<file path="src/rtl/adder_pkg.sv">
// Shared types and constants for the registered adder.
// ADDER_FLAGS_EN (optional define) adds registered carry/overflow flags.
package adder_pkg;

  localparam int ADDER_W = 32;

  typedef logic [ADDER_W-1:0] word_t;

  typedef struct packed {
    logic carry;
    logic overflow;
  } add_flags_t;

endpackage : adder_pkg

</file>
<file path="src/rtl/adder_core.sv">
// Combinational N-bit modulo-2^N adder.
// With ADDER_FLAGS_EN defined it also produces carry-out and signed overflow.
module adder_core
  import adder_pkg::*;
#(
  parameter int N = ADDER_W
) (
  input  logic [N-1:0] a,
  input  logic [N-1:0] b,
`ifdef ADDER_FLAGS_EN
  output add_flags_t   flags,
`endif
  output logic [N-1:0] sum
);

`ifdef ADDER_FLAGS_EN
  logic [N:0] full;

  // Zero-extend both operands so bit N of the result is the unsigned carry.
  assign full           = {1'b0, a} + {1'b0, b};
  assign sum            = full[N-1:0];
  assign flags.carry    = full[N];
  assign flags.overflow = (a[N-1] == b[N-1]) && (full[N-1] != a[N-1]);
`else
  assign sum = a + b;
`endif

endmodule : adder_core

</file>
<file path="src/rtl/adder_reg.sv">
// Adder with a one-cycle registered result stage and valid pulse.
// ADDER_FLAGS_EN defined: carry/overflow ports and registers are present.
module adder_reg
  import adder_pkg::*;
#(
  parameter int N = ADDER_W
) (
  input  logic         clk,
  input  logic         rst_n,
  input  logic         in_valid,
  input  logic [N-1:0] in1,
  input  logic [N-1:0] in2,
  output logic         out_valid,
`ifdef ADDER_FLAGS_EN
  output logic         carry,
  output logic         overflow,
`endif
  output logic [N-1:0] out
);

  logic [N-1:0] sum;

`ifdef ADDER_FLAGS_EN
  add_flags_t flags_d;
  add_flags_t flags_q;
`endif

  adder_core #(.N(N)) u_core (
    .a     (in1),
    .b     (in2),
`ifdef ADDER_FLAGS_EN
    .flags (flags_d),
`endif
    .sum   (sum)
  );

  // NOTE: sequential state uses non-blocking assignments so every register
  // samples the pre-edge values, independent of statement order.
  always_ff @(posedge clk or negedge rst_n) begin
    if (!rst_n) begin
      out_valid <= 1'b0;
      out       <= '0;
    end else begin
      out_valid <= in_valid;
      // Operands are only captured when valid, so idle X inputs never reach out.
      if (in_valid) out <= sum;
    end
  end

`ifdef ADDER_FLAGS_EN
  always_ff @(posedge clk or negedge rst_n) begin
    if (!rst_n)        flags_q <= '0;
    else if (in_valid) flags_q <= flags_d;
  end

  assign carry    = flags_q.carry;
  assign overflow = flags_q.overflow;
`endif

endmodule : adder_reg

</file>
<file path="config.mk">
export PLATFORM = sky130hd
export DESIGN_NAME = adder_reg
export DESIGN_NICKNAME = d
export VERILOG_FILES = /design/src/rtl/adder_pkg.sv /design/src/rtl/adder_core.sv /design/src/rtl/adder_reg.sv
export SDC_FILE = /design/constraint.sdc
export NUM_CORES = 1
export LEC_CHECK = 0
export ABC_CLOCK_PERIOD_IN_PS = 1200
export BUFFER_PORTS_ARGS = -buffer_cell sky130_fd_sc_hd__buf_2
export CAP_MARGIN = 20
export CORE_ASPECT_RATIO = 0.7
export CORE_UTILIZATION = 30
export CTS_BUF_LIST = sky130_fd_sc_hd__clkbuf_8
export DETAILED_ROUTE_END_ITERATION = 7
export PLACE_DENSITY = 0.52
export SLEW_MARGIN = 20
export SYNTH_ARGS = -nofsm -noshare
export SYNTH_HDL_FRONTEND = slang
export SYNTH_SLANG_ARGS = --single-unit
</file>
<file path="constraint.sdc">
create_clock -name clk -period 1.2 [get_ports clk]
set_input_delay 0.24 -clock clk [delete_from_list [all_inputs] [get_ports clk]]
set_output_delay 0.24 -clock clk [all_outputs]
set_load 0.1 [all_outputs]
</file>
### Word-level counts from Yosys, hierarchy flattened

Index checks and enable logic that the tools add are counted.

* add/sub/neg operators: 1
* multipliers: 0
* div/mod/pow operators: 0
* order comparisons: 0
* equal/unequal tests: 0
* shift operators: 0
* multiplexer cells: 0
* bitwise logic cells: 0
* reductions and logical operators: 0

Operators with widths (count)
* adder 32 bit: 1

* register bits: 33
* bits in latches: 0
* memory bits (writable): 0
* memory bits (read-only): 0
* output and inout port bits: 33
* logic and storage cells: 3
* memories: 0

### Longest topological paths before layout

* depth in word-level cells: 1
* mapped depth: 9
* depth with buffers taken out: 9

### By module

Synthesis repeated with hierarchy kept, for this count alone.

* cell total of the unflattened synthesis: 344
* area total of the unflattened synthesis: 3415.8 sq um

By module, submodules not included
* adder_core: instances 1, cells each 275, area each 2045.7 sq um, seq. area each 0.0 sq um
* adder_reg: instances 1, cells each 69, area each 1370.1 sq um, seq. area each 825.8 sq um

### Worst setup path before layout

OpenSTA, ideal clock, no wires.

* path type: input to register
* from: in in1[0]
* to: reg out[24]
* library setup time: 125 ps
* arrival: 2224 ps
* required time: 1075 ps
* path slack: -1149 ps
* stages: 9
* path buffers: 0
* path through: ha_1 > fa_1 > a21oi_1 > o211ai_1 > a21oi_1 > o21ai_1 > a41oi_1 > mux2i_1 > a211o_1

* cells in the longest elaborated chain, start to end: 1

Ends and longest elaborated chain
* start: declaration: RTL line adder_reg.sv:11 `input logic [N-1:0] in1,`
* adder 32 bit: RTL line adder_core.sv:25 `assign sum = a + b;`
* end signal: assignment: RTL line adder_reg.sv:46 `if (in_valid) out <= sum;`
* end: declaration: RTL line adder_reg.sv:18 `output logic [N-1:0] out`

No other way between the ends.
A chain may end at the register's enable or synchronous reset.

### Final worst setup path

* from: in in1[0]
* to: reg out[30]

Same word-level chain as after synthesis.

==> key figures <==
GRT
  – Largest net degree at the start of global routing: 34
  – Met1 Use GR: 0.2958
  – Gr usage total: 0.2073
  – Vias in the first global route: between 3,000 and 4,000
  – GRT Residual Overflow: 0
  – GR peak layer: met2
  – First-pass GRT wire length: roughly 17 mm
  – Number of antenna violations at the first check in global routing: 0
  – Met2 Usage GRT: 0.3304
  – Met3 Track Usage GR: 0.04032

Yosys
  – Main synth FF type: dfrtp_1
  – Post-synth EDFFs: 0
  – Mapped Area: 2974 um^2
  – Synth area leaders: dfrtp_1 28%, ha_1 13%, mux2_2 6.4%
  – Flops & latches, synth: 33
  – Synth area leader: dfrtp_1
  – Synth Instances: 332
  – Synth unique cells: between 50 and 60
  – Net Count, Synth: 431
  – Share of the synthesized area in the top cell type: 0.2777
  – Async set-reset flop share out of synthesis: 1.000
  – Synth warn: 0
  – Sequential fraction of the synthesis area: 0.2777
  – Syn_area_per_cell: 8.958 um^2

Route
  – Vias per Instance: 5.105
  – Routed WL per cell: 15.39 um
  – Post-Route WL: 10.36 mm
  – Post-route ant nets: 0
  – DRC: 0
  – Total number of vias: about 3,400
  – Drt pass-1 iters: 5
  – Initial DRC count: 179

Placement
  – I/O Buffers: 99
  – DP Area: 5140 um^2
  – Routability cong.: 0.8468
  – Placed Cells: 645
  – HPWL after DPL: between 8 and 9 mm
  – Post-place setup slack: -1169 ps

Clock network
  – CTS tree: yes
  – CTS root buffer: clkbuf_8
  – Num CTS Buffers: 5
  – Clock Path Buffers: 2
  – # clock sinks: 33
  – Reg clk slew, reported paths: 80 ps
  – H-tree depth: 2
  – Clock Latency Late Sink: 290 ps

STA
  – Clk_skew: 0 ps
  – Final setup margin: -784.6 ps
  – Fin crit share: 1.654
  – Final Hold Vio Count: 0
  – Slew at the pin closest to its max-slew limit: roughly 430 ps
  – FMAX: about 500 MHz
  – Setup repair after global routing missed its margin: yes
  – Slew Limit Fails: 0
  – Final setup fails: 28
  – Final min period: between 1500 and 2000 ps
  – Setup TNS Final: -16,780 ps
  – Min Hold Slack: 292.6 ps
  – Rel. slew slack: 0.7135

Floorplanning
  – Initial core utilization: 0.3189
  – Die Ht: between 80 and 90 um
  – Num rows: 29
  – Die width: 121.0 um
  – I/O pins: 100
  – Die area: 10,320 um^2
  – Core area: ~9300 um^2

Setup path
  – CP Capture Type: flop
  – CP Launch Type: primary input
  – Critical path arrival: 2150 ps
  – WP data required: ~1400 ps
  – Crit-path max FO: 3
  – CP Class: in -> reg

Layout
  – Antenna cells: 0
  – Leading cell types in the layout, fill and taps excluded: 112 x buf_4, 45 x buf_2, 34 x buf_12
  – Layout overhead on the synthesized area: 95.75%
  – Final nets: about 650
  – Post-route insts no fill: between 600 and 700
  – Share of cells above drive strength 1: 0.6029
  – Most common cell after layout, fill and taps aside: buf_4
  – Final instance area: ~5800 um^2

Power
  – Peak supply drop: 0.001149 V
  – Comb pwr share: 0.664
  – Cell-internal power: 4.106 mW
  – Clock network power share: 0.125
  – Switching power: 3.695 mW
  – Power Dens Cells: between 1000 and 1500 nW/um^2
  – Sequential Power Share: 0.212
  – Leakage power: 2.659 nW
  – Sw Ratio: 0.4736

Run status
  – Run status: finished, violations left
  – Failing checks: setup timing

Run
  – Max-cap viol count: 0

Hold path
  – Class of the worst hold path: in -> reg
[critical path: stages]
cell and delay, ps:
buf_6 100, ha_4 160, fa_2 390, a21oi_4 170, buf_6 110, o21ai_2 60, a21oi_2 220, nor3_4 80
o21ai_2 190, a21oi_2 70, or3b_4 360
[cells by family after synthesis]
| family | count (synthesis) | synth area share |
|---|---|---|
| simple gates | 101 | 0.1679 |
| fa+ha+maj | 32 | 0.1371 |
| compound gates | 111 | 0.2604 |
| flops | 33 | 0.2777 |
| xor+xnor | 18 | 0.05301 |
| buf+inv | 19 | 0.03618 |
| mux | 18 | 0.06773 |
[path summary, 6_finish.rpt]
check                                     from             endpoint  slack (ps)  cells past startpoint
max                                     in1[0]  out[30]$_DFFE_PN0P_        -780                     11
min                                     in2[0]   out[0]$_DFFE_PN0P_         290                      3
max reg2reg                out[30]$_DFFE_PN0P_  out[30]$_DFFE_PN0P_         130                      2
min reg2reg                 out[3]$_DFFE_PN0P_   out[3]$_DFFE_PN0P_         560                      1
max in group asynchronous                rst_n   out[0]$_DFFE_PN0P_         530                      3
min in group asynchronous                rst_n  out[10]$_DFFE_PN0P_         460                      3
[final cells by class]
cell class	instances	area (um^2)
fill	771	3503
clock buffer	7	96.34
tap	124	155.1
inverter	7	26.28
multi-input combinational	280	2626
clock inverter	1	5.005
timing repair buffer	221	2083
sequential	33	829.5
[sequential cells by signal, summed over array words and instances, names as in the netlist]
| signal | count |
|---|---|
| out_valid | 1 |
| out | 32 |
[per-stage QoR]
step             util  total power, mW
4_1_cts        0.6077            7.730
3_3_place_gp   0.5512            6.439
2_1_floorplan       -            4.450
3_5_place_dp   0.5512            6.483
6_report       0.6243            7.800
5_1_grt        0.6243            8.164
[power by group through the flow]
stage,Clock [mW],Sequential [mW],Combinational [mW]
CTS,1.01,1.66,5.06
detailed placement,0,1.67,4.81
global route,1.05,1.69,5.43
finish,0.973,1.65,5.18
floorplan,0,3.29,1.16
global placement,0,1.67,4.77
[routing by layer]
layer | part of all wire | wire, um
met4 | 0.0038 | 39
met1 | 0.50 | 5217
met5 | 0 | 0
met2 | 0.44 | 4549
met3 | 0.053 | 552
[synthesized netlist by cell type, drive strengths merged (2+ instances only)]
cell type	number
dfrtp	33
nand3	12
o211ai	8
nor2	25
xnor2	15
a21o	16
nor3	10
o21bai	5
o21a	2
and3	9
o21ai	16
o31ai	2
nand2	25
a31oi	2
a221oi	2
buf	4
inv	7
o2bb2ai	2
clkbuf	7
nand4	7
or4	2
o311ai	4
a21oi	35
mux2	17
xor2	3
nor2b	3
ha	31
or3b	2
o2111ai	2
a31o	5
a211o	4
[repair_timing]
action | CTS | global route
pin swaps | 39 | 25
setup endpoints to repair | 28 | 28
setup buffers | 13 | 8
hold buffers | 1 | 0
gates resized for setup | 70 | 20
endpoints found under the hold margin | 33 | 0
No activity file was read; power rests on OpenSTA's default activity.
